===== src/rtl/puf_ctrl_pkg.sv =====
// puf_ctrl_pkg: shared state encoding, parameter register map and status bit positions
package puf_ctrl_pkg;
   typedef enum logic [2:0] {IDLE, PARAM, RD, COMPUTE, WR, FINISH} ctrlState;
   localparam logic [7:0] PARAM_OPA = 8'd0;
   localparam logic [7:0] PARAM_OPB = 8'd1;
   localparam logic [7:0] PARAM_BATCH = 8'd2;
   localparam logic [7:0] TIMEOUT_FILL = 8'hFF;
   localparam int LED_BUSY = 0;
   localparam int LED_TIMEOUT = 1;
   localparam int LED_DONE = 2;
endpackage


===== src/rtl/puf_watchdog.sv =====
// puf_watchdog: counts cycles from start; expired is high in the cycle the count reaches TIMEOUT_CYCLES
module puf_watchdog #(
   parameter int TIMEOUT_CYCLES = 4096
) (
   input  logic clk,
   input  logic reset,
   input  logic start,
   input  logic done,
   output logic expired
);
   localparam int CW = $clog2(TIMEOUT_CYCLES + 1);
   logic [CW-1:0] count;
   logic armed;
   assign expired = armed && count == CW'(TIMEOUT_CYCLES);
   always_ff @(posedge clk or posedge reset)
      if (reset) begin
         count <= '0;
         armed <= 1'b0;
      end else if (start) begin
         count <= CW'(1);
         armed <= 1'b1;
      end else if (armed && (done || expired))
         armed <= 1'b0;
      else if (armed)
         count <= count + 1'b1;
endmodule


===== src/rtl/puf_batch_controller.sv =====
// puf_batch_controller: reads operands and batch size, streams challenges to the PUF array and stores each response
module puf_batch_controller
   import puf_ctrl_pkg::*;
#(
   parameter int INMEM_ADDRESS_WIDTH = 17,
   parameter int OUTMEM_ADDRESS_WIDTH = 13,
   parameter int CHAL_BYTES = 16,
   parameter int RESP_BYTES = 2,
   parameter int TIMEOUT_CYCLES = 4096,
   parameter int BATCH_WIDTH = 16
) (
   input  logic clk,
   input  logic reset,
   input  logic userRunValue,
   output logic userRunClear,
   output logic register32CmdReq,
   input  logic register32CmdAck,
   output logic [7:0] register32Address,
   output logic register32WriteEn,
   output logic [31:0] register32WriteData,
   input  logic register32ReadDataValid,
   input  logic [31:0] register32ReadData,
   output logic inputMemoryReadReq,
   input  logic inputMemoryReadAck,
   output logic [INMEM_ADDRESS_WIDTH-1:0] inputMemoryReadAdd,
   input  logic inputMemoryReadDataValid,
   input  logic [7:0] inputMemoryReadData,
   output logic outputMemoryWriteReq,
   input  logic outputMemoryWriteAck,
   output logic [OUTMEM_ADDRESS_WIDTH-1:0] outputMemoryWriteAdd,
   output logic [7:0] outputMemoryWriteData,
   output logic outputMemoryWriteByteMask,
   output logic puf_trigger,
   output logic [8*CHAL_BYTES-1:0] puf_challenge,
   output logic [15:0] puf_opA,
   output logic [15:0] puf_opB,
   input  logic puf_done,
   input  logic [8*RESP_BYTES-1:0] puf_response,
   output logic [7:0] LED
);
   localparam int BIW = $clog2(CHAL_BYTES + 1);
   localparam int RIW = $clog2(RESP_BYTES + 1);
   localparam int CW = 8 * CHAL_BYTES;
   localparam int RW = 8 * RESP_BYTES;
   ctrlState state, nextState;
   logic [BIW-1:0] byteIdx;
   logic [RIW-1:0] respIdx;
   logic [1:0] validCnt;
   logic [BATCH_WIDTH-1:0] chalIdx, batchCount;
   logic [RW-1:0] resp;
   logic timeoutSeen, batchDone, expired;
   logic runStart, paramDone, rdDone, cmpDone, wrDone, lastChal;
   logic unusedParamBits;
   assign unusedParamBits = ^register32ReadData;
   assign register32WriteEn = 1'b0;
   assign register32WriteData = '0;
   assign outputMemoryWriteByteMask = 1'b1;
   assign outputMemoryWriteData = resp[7:0];
   assign userRunClear = state == FINISH;
   puf_watchdog #(.TIMEOUT_CYCLES(TIMEOUT_CYCLES)) watchdog (
      .clk(clk), .reset(reset), .start(puf_trigger), .done(puf_done), .expired(expired)
   );
   always_ff @(posedge clk or posedge reset)
      if (reset) state <= IDLE;
      else state <= nextState;
   always_comb begin
      runStart = state == IDLE && userRunValue && !userRunClear;
      paramDone = state == PARAM && register32ReadDataValid && validCnt == 2'd2;
      rdDone = state == RD && inputMemoryReadDataValid && byteIdx == BIW'(CHAL_BYTES - 1);
      // a done coinciding with the trigger cannot belong to this challenge
      cmpDone = state == COMPUTE && !puf_trigger && (puf_done || expired);
      wrDone = state == WR && outputMemoryWriteReq && outputMemoryWriteAck && respIdx == RIW'(RESP_BYTES - 1);
      lastChal = BATCH_WIDTH'(chalIdx + 1'b1) == batchCount;
      nextState = state;
      case (state)
         IDLE: if (runStart) nextState = PARAM;
         PARAM: if (paramDone) nextState = register32ReadData[BATCH_WIDTH-1:0] == '0 ? FINISH : RD;
         RD: if (rdDone) nextState = COMPUTE;
         COMPUTE: if (cmpDone) nextState = WR;
         WR: if (wrDone) nextState = lastChal ? FINISH : RD;
         default: nextState = IDLE;
      endcase
      LED = '0;
      LED[LED_BUSY] = state != IDLE;
      LED[LED_TIMEOUT] = timeoutSeen;
      LED[LED_DONE] = batchDone;
   end
   always_ff @(posedge clk or posedge reset)
      if (reset) begin
         register32CmdReq <= 1'b0;
         register32Address <= '0;
         inputMemoryReadReq <= 1'b0;
         inputMemoryReadAdd <= '0;
         outputMemoryWriteReq <= 1'b0;
         outputMemoryWriteAdd <= '0;
         puf_trigger <= 1'b0;
         puf_challenge <= '0;
         puf_opA <= '0;
         puf_opB <= '0;
         byteIdx <= '0;
         respIdx <= '0;
         validCnt <= '0;
         chalIdx <= '0;
         batchCount <= '0;
         resp <= '0;
         timeoutSeen <= 1'b0;
         batchDone <= 1'b0;
      end else begin
         puf_trigger <= rdDone;
         if (runStart) begin
            register32CmdReq <= 1'b1;
            register32Address <= PARAM_OPA;
            validCnt <= '0;
            timeoutSeen <= 1'b0;
            batchDone <= 1'b0;
            outputMemoryWriteAdd <= '0;
         end
         if (state == PARAM) begin
            if (register32CmdReq && register32CmdAck) begin
               if (register32Address == PARAM_BATCH) register32CmdReq <= 1'b0;
               else register32Address <= register32Address + 1'b1;
            end
            if (register32ReadDataValid) begin
               validCnt <= validCnt + 1'b1;
               if (validCnt == 2'd0) puf_opA <= register32ReadData[15:0];
               else if (validCnt == 2'd1) puf_opB <= register32ReadData[15:0];
               else batchCount <= register32ReadData[BATCH_WIDTH-1:0];
            end
         end
         if (paramDone) begin
            chalIdx <= '0;
            byteIdx <= '0;
            inputMemoryReadAdd <= '0;
            inputMemoryReadReq <= register32ReadData[BATCH_WIDTH-1:0] != '0;
         end
         // input addresses run consecutively across challenges, so a counter replaces chal_idx*CHAL_BYTES+byte_idx
         if (state == RD) begin
            if (inputMemoryReadReq && inputMemoryReadAck) begin
               inputMemoryReadReq <= 1'b0;
               inputMemoryReadAdd <= inputMemoryReadAdd + 1'b1;
            end
            if (inputMemoryReadDataValid) begin
               puf_challenge <= CW'({inputMemoryReadData, puf_challenge} >> 8);
               byteIdx <= byteIdx + 1'b1;
               if (!rdDone) inputMemoryReadReq <= 1'b1;
            end
         end
         if (cmpDone) begin
            resp <= puf_done ? puf_response : {RESP_BYTES{TIMEOUT_FILL}};
            if (!puf_done) timeoutSeen <= 1'b1;
            outputMemoryWriteReq <= 1'b1;
            respIdx <= '0;
         end
         if (state == WR && outputMemoryWriteReq && outputMemoryWriteAck) begin
            outputMemoryWriteAdd <= outputMemoryWriteAdd + 1'b1;
            resp <= RW'(resp >> 8);
            respIdx <= respIdx + 1'b1;
            if (wrDone) begin
               outputMemoryWriteReq <= 1'b0;
               chalIdx <= chalIdx + 1'b1;
               if (!lastChal) begin
                  inputMemoryReadReq <= 1'b1;
                  byteIdx <= '0;
               end
            end
         end
         if (state == FINISH) batchDone <= 1'b1;
      end
endmodule


===== config.mk =====
export PLATFORM = sky130hd
export DESIGN_NAME = puf_batch_controller
export DESIGN_NICKNAME = d
export VERILOG_FILES = /design/src/rtl/puf_ctrl_pkg.sv /design/src/rtl/puf_watchdog.sv /design/src/rtl/puf_batch_controller.sv
export SDC_FILE = /design/constraint.sdc
export NUM_CORES = 1
export LEC_CHECK = 0
export ABC_AREA = 1
export CELL_PAD_IN_SITES_DETAIL_PLACEMENT = 0
export CELL_PAD_IN_SITES_GLOBAL_PLACEMENT = 2
export CORE_MARGIN = 2
export CORE_UTILIZATION = 31
export CTS_CLUSTER_DIAMETER = 100
export CTS_CLUSTER_SIZE = 14
export DETAILED_ROUTE_END_ITERATION = 7
export PLACE_DENSITY = 0.85
export SYNTH_ARGS = -nofsm -noshare
export SYNTH_HDL_FRONTEND = slang
export SYNTH_SLANG_ARGS = --single-unit
export TNS_END_PERCENT = 50

===== constraint.sdc =====
create_clock -name clk -period 25.5 [get_ports clk]
set_input_delay 2.55 -clock clk [delete_from_list [all_inputs] [get_ports clk]]
set_output_delay 2.55 -clock clk [all_outputs]
set_load 0.05 [all_outputs]

==> impl_metrics.json <==
{
  "run_status": "finished, final reports clean",
  "synth_adder_area_share_pct": 1.273,
  "fmax_mhz": 196.1,
  "path_clk_slew_ns": 0.08,
  "clk_path_buf_depth": 3,
  "cp.required_ns": 22.95,
  "clkSinkCount": 278,
  "fp.dieW_um": 207.0,
  "internal_power_mw": 0.9663,
  "tns_ns": 0,
  "pwr-share-comb_pct": 44.9,
  "seq_area_frac_synth_pct": 54.44,
  "grt_pass1_wl_mm": 57.78,
  "yosysWarnings": 0,
  "firstDrtPassIters": 6,
  "place_congestion": 0.8260,
  "holdWs_ns": 0.4777,
  "ff2ff_setup_slack_ns": 22.72,
  "synth_cell_types": 48,
  "hold_viol_final": 0,
  "skew_ns": 0.03652,
  "cts_tree": "yes",
  "start_util_pct": 31.37,
  "numCtsBuffers": 23,
  "whs_path_depth": 2,
  "async_flop_share_pct": 100.0,
  "path_class": "register to primary output",
  "switching_share_pct": 45.72,
  "die_area_um2": 42860,
  "first_iter_violations": 660,
  "min_period_ns": 5.100,
  "critPathMaxFanout": 4,
  "vdd_ir_drop_max_mv": 0.06753,
  "port_buffers": 262,
  "setup_viol": 0,
  "p_clk_share_pct": 18.1,
  "grt_overflow_total": 0,
  "layout-drive-gt1-share_pct": 4.176,
  "hold_start": "puf_challenge[3]$_DFFE_PP0P_",
  "crit_arrival_ns": 2.55,
  "nets": 1850,
  "post_cts_buffers": 0,
  "htreeDepth": 1,
  "area_delta_synth_final_pct": 27.28,
  "period_share_pct": 20.00,
  "wl_per_cell_um": 15.32,
  "worst_slack_ns": 20.40,
  "synth_compound_area_share_pct": 7.363,
  "max-cap-violations": 0,
  "clk_latency_ns": 0.55,
  "syn_inst": 1542,
  "rows": 74,
  "grt_util_all_layers_pct": 16.31,
  "synth_top_family_by_area": "simple AND/OR/NAND/NOR gates",
  "leakagePower_nw": 7.866,
  "r2r-end": "puf_challenge[51]$_DFFE_PP0P_",
  "grt_max_degree": 176,
  "p_total_mw": 1.780,
  "diodes": 0,
  "min_path_type": "register to register",
  "dp.final_hpwl_mm": 23.81,
  "r2r-start": "state[0]$_DFFE_PP0P_",
  "worstSetupEndpointType": "primary output",
  "crit_path_start_kind": "register",
  "cts-hold-fix-buffers": 0,
  "drc_errors": 0,
  "rsz0062_at_grt": "no",
  "synth-main-ff-cell": "dfrtp_1",
  "antenna_found_initial": 2,
  "r2r_cells": 8,
  "avgSynthCellArea_um2": 8.287,
  "netSwitchingPower_mw": 0.8138,
  "ioPinCount": 318,
  "p_seq_share_pct": 36.9,
  "drt_wl_total_mm": 35.30,
  "fillers": 4184,
  "ctsResizeCount": 0,
  "synth_edf_count": 0,
  "core_area_um2": 40740,
  "maxSlewViolCount": 0,
  "min_to": "puf_challenge[3]$_DFFE_PP0P_",
  "grt_pass1_vias": 10260,
  "tightest_slew_ns": 1.143,
  "viasPerCell": 4.572,
  "cts-root-buf": "clkbuf_16",
  "die_h_um": 207.0,
  "antenna_left": 0,
  "power.density_nw_per_um2": 109.4,
  "relSlewSlack_pct": 23.81,
  "yosys_register_bits": 278,
  "synth_xor_area_share_pct": 0.5483,
  "synthMuxAreaShare_pct": 0.08812,
  "vias": 10540,
  "synthSimpleGateAreaFrac_pct": 27.56,
  "preCtsSetupSlack_ns": 20.48,
  "syn_area_um2": 12780
}
-- synth_stat cells (13+ instances only) --
library cell / n / area (um2)
o22ai_1: 18 / 112.6
dfrtp_1: 278 / 6957
buf_2: 19 / 95.09
clkbuf_1: 25 / 93.84
nor3_1: 15 / 75.07
a21oi_1: 26 / 130.1
nor4_1: 17 / 106.4
nand3_1: 78 / 390.4
buf_4: 49 / 367.9
nand2_1: 612 / 2297
o21ai_0: 94 / 470.5
nor2_1: 60 / 225.2
nand4_1: 17 / 106.4
ha_1: 13 / 162.7
inv_1: 126 / 473.0
-- worst max-delay path, stage by stage (launching register included) --
cell and delay, ns:
dfrtp_1 0.41, inv_1 0.11, nor3_1 0.55, clkdlybuf4s50_1 0.92
-- through the flow --
stage | util, % | std cells | cell area (um2)
finish | 39.92 | 2304 | 16260
global route | 39.92 | 2304 | 16260
CTS | 39.92 | 2304 | 16260
detailed placement | 38.46 | 2279 | 15670
global placement | 38.46 | 2279 | 15670
floorplan | - | 1579 | 12920
-- power groups by stage --
| stage | registers [mW] | clock network (mW) | logic (mW) |
|---|---|---|---|
| CTS | 0.659 | 0.339 | 0.809 |
| global placement | 0.664 | 0 | 0.801 |
| global route | 0.675 | 0.354 | 0.868 |
| detailed placement | 0.665 | 0 | 0.808 |
| finish | 0.658 | 0.323 | 0.800 |
| floorplan | 0.891 | 0 | 0.329 |
-- metal layers --
layer	GRT usage [%]	vias up	part of all wire (%)
met5	0	-	0.074
met4	3.571	4	2.1
met3	3.017	40	4.6
met2	25.22	226	45
met1	23.77	4993	48
li1	-	5272	-
-- layout by cell type, fill, tap and decap left out, types with 4 or more instances in the layout --
| cell | count |
|---|---|
| o31ai_1 | 6 |
| a211oi_1 | 7 |
| o22ai_1 | 18 |
| nor2_4 | 4 |
| nand2_2 | 7 |
| ha_1 | 13 |
| a31oi_1 | 4 |
| conb_1 | 39 |
| xor2_1 | 6 |
| nand3_2 | 6 |
| inv_2 | 5 |
| nor2_1 | 60 |
| nor4_1 | 17 |
| clkinv_1 | 6 |
| o21ai_0 | 94 |
| nand4_1 | 17 |
| nand3_1 | 78 |
| nor2_2 | 11 |
| inv_1 | 125 |
| dfrtp_1 | 278 |
| clkbuf_16 | 23 |
| nand2_1 | 612 |
| a21oi_1 | 26 |
| clkdlybuf4s50_1 | 262 |
| nor3_1 | 15 |
-- worst max-delay path by stage --
stage,slack [ns],startpoint,endpoint
after floorplan,15.28,reset,batchCount[0]$_DFFE_PP0P_
after global placement,20.46,inputMemoryReadDataValid,puf_challenge[35]$_DFFE_PP0P_
after detailed placement,20.48,inputMemoryReadDataValid,puf_challenge[63]$_DFFE_PP0P_
after CTS,20.33,state[0]$_DFFE_PP0P_,userRunClear
after global routing,20.26,state[0]$_DFFE_PP0P_,userRunClear
final,20.40,state[0]$_DFFE_PP0P_,userRunClear
-- cell type report --
type | count | area [um2] | area share (%)
tap | 532 | 665.6 | 4.093
inverter | 138 | 528.0 | 3.246
sequential | 278 | 6957 | 42.77
timing repair buffer | 265 | 2658 | 16.34
multi-input combinational | 1066 | 4858 | 29.87
clock buffer | 24 | 589.3 | 3.623
clock inverter | 1 | 8.758 | 0.05385
-- logic make-up (layout without fill, tap and decap cells) --
| kind of cell | Yosys count | count (layout) |
|---|---|---|
| AND/OR/NAND/NOR | 838 | 838 |
| flip-flops | 278 | 278 |
| buffers and inverters | 235 | 428 |
| AO/OA/AOI/OAI | 167 | 167 |
| adder cells (fa/ha/maj) | 13 | 13 |
| XOR/XNOR | 8 | 8 |
| other | 2 | 39 |
| multiplexers | 1 | 1 |
-- sequential cells by signal, indices dropped and copies added (netlist names), 2 cells and up --
signal                count
puf_opB                  16
resp                     16
chalIdx                  16
validCnt                  2
inputMemoryReadAdd       17
watchdog.count           13
puf_opA                  16
puf_challenge           128
batchCount               16
state                     3
byteIdx                   5
outputMemoryWriteAdd     13
register32Address         8
respIdx                   2
Note: power is estimated with default switching activity, not from simulation.
==> variant (same settings) <==
`TIMEOUT_CYCLES` is set to 4096 in 2 places; all go to 8192.
--- a/src/rtl/puf_watchdog.sv
+++ b/src/rtl/puf_watchdog.sv
@@ -1,5 +1,5 @@
 // puf_watchdog: counts cycles from start; expired is high in the cycle the count reaches TIMEOUT_CYCLES
 module puf_watchdog #(
-   parameter int TIMEOUT_CYCLES = 4096
+   parameter int TIMEOUT_CYCLES = 8192
 ) (
    input  logic clk,
--- a/src/rtl/puf_batch_controller.sv
+++ b/src/rtl/puf_batch_controller.sv
@@ -7,5 +7,5 @@
    parameter int CHAL_BYTES = 16,
    parameter int RESP_BYTES = 2,
-   parameter int TIMEOUT_CYCLES = 4096,
+   parameter int TIMEOUT_CYCLES = 8192,
    parameter int BATCH_WIDTH = 16
 ) (
Function: same outputs for any inputs over 4 cycles, from zero or initial values and one cycle with reset high; that may be too few to reach the edited logic, so the function may still have changed.
==> variant against the original RTL <==
Hold slack is essentially flat. Sequential share of layout area is 0.37 points higher. Non-clock buffer count rose by 2. Largest power group unchanged. Sequential cell count is 1 higher. Total power down 1.4%. Routed wire length is 1.4% lower. Worst setup slack better by 0.25 ns. Synthesized area shrank 0.65%. Die area is 0.64% lower. Maximum frequency is 5.1% higher. Design area fell by 0.49%.
==> variant: results (changes against the original RTL) <==
[outcome]
status=complete, no violations

[yosys]
synthCells=1519  ; -1.5%
ys_seq_area_share_pct=55.0  ; +0.55 points
ys_top_cells_by_area=dfrtp_1 (55%), nand2_1 (18%), o21ai_0 (3.9%)

[finish]
multi_input_gates=1053  ; -1.2%
nonClockBufferCount=267  ; +0.75%
final_nets=1827  ; -1.2%
fillers=4190  ; +0.14%
sh_seq_area_pct=43.1  ; +0.37 points
clock_area_share_pct=3.58  ; -0.098 points
syn_to_final_growth_pct=27.5
buf_share_pct=16.4  ; +0.096 points

[routing]
dr_wl_met3_mm=1.62  ; -0.74%
dr.max_layer_used=met4
drt_iter0_drc=559  ; -15%
avgViaCountPerCell=4.58  ; +0.18%
met1_length_mm=15.9  ; -6.9%
wl_met2_mm=16.8  ; +5.7%
dr.pass1.iters=5  ; -1
wire_per_inst_um=15.3  ; -0.39%
totalWireLength_mm=34.8  ; -1.4%

[critical_path]
rrSetupSlack_ns=22.31  ; -0.41 ns
critPathMaxStageDelay_ns=0.87  ; -0.05 ns
r2r_start=state[2]$_DFFE_PP0P_
reg2reg_depth=6  ; -2
rr_endpoint=puf_challenge[56]$_DFFE_PP0P_
crit_arrival_ns=2.30  ; -0.25 ns
cp_max_fo=5  ; +1

[placement]
gp_congestion=0.797  ; -3.5%
pre_cts_slack_ns=20.24  ; -0.246 ns
placed_area_mm2=0.0156  ; -0.39%
dp.final_hpwl_mm=23.8  ; about the same

[sta]
slew-limit-headroom_pct=37.6  ; +14 points
hold_slack_ns=0.478  ; -0.000204 ns
fin_skew_ns=0.0111  ; -0.0255 ns

[global_routing]
grt.met2_usage_pct=26.7  ; +1.5 points
track_usage_pct=16.1  ; -0.18 points
use_met3_pct=2.78  ; -0.24 points
use_met1_pct=22.0  ; -1.7 points
grt_max_degree=89  ; -49%
antenna_found_initial=0  ; -2
grt_pass1_vias=10100  ; -1.5%
grt_pass1_wl_mm=55.3  ; -4.3%

[clock_network]
insertion_delay_ns=0.53  ; -0.02 ns

[worst_hold_path]
hold_path_end=puf_challenge[7]$_DFFE_PP0P_
min-delay-start=puf_challenge[7]$_DFFE_PP0P_

[power]
leakage_nw=7.87  ; +0.11%
ir_worst_vdd_mv=0.0742  ; +9.9%

[floorplanning]
die_w_um=206  ; -0.32%

variant: cell count changes after synthesis, sizes merged, moves of 3 or more:
cell,delta
nand3,-10
inv,-12
o31ai,-4
nand2,-20
nand3b,+3
buf,-10
clkbuf,+12
xor2,+4
nor3,+8
o21ai,+4
variant: tightest hold or removal path, delay by kind of cell, from the launching register on:
family | cells | cell delay, ns
flops | 1 | 0.34
simple gates | 2 | 0.10
variant: power by group through the flow:
stage	clock (mW)	sequential, mW	combinational, mW
floorplan	0	0.881	0.321
global placement	0	0.660	0.778
detailed placement	0	0.664	0.785
CTS	0.337	0.657	0.788
global route	0.353	0.674	0.841
finish	0.322	0.655	0.777
variant: cell families after synthesis:
family	count (synthesis)	share of synthesized area, %
AND/OR/NAND/NOR	818	26.8
flip-flops	279	55.0
buffers and inverters	224	8.21
AO/OA/AOI/OAI	167	7.26
XOR/XNOR	14	1.18
adder cells (fa/ha/maj)	13	1.28
other	2	0.0592
multiplexers	2	0.168
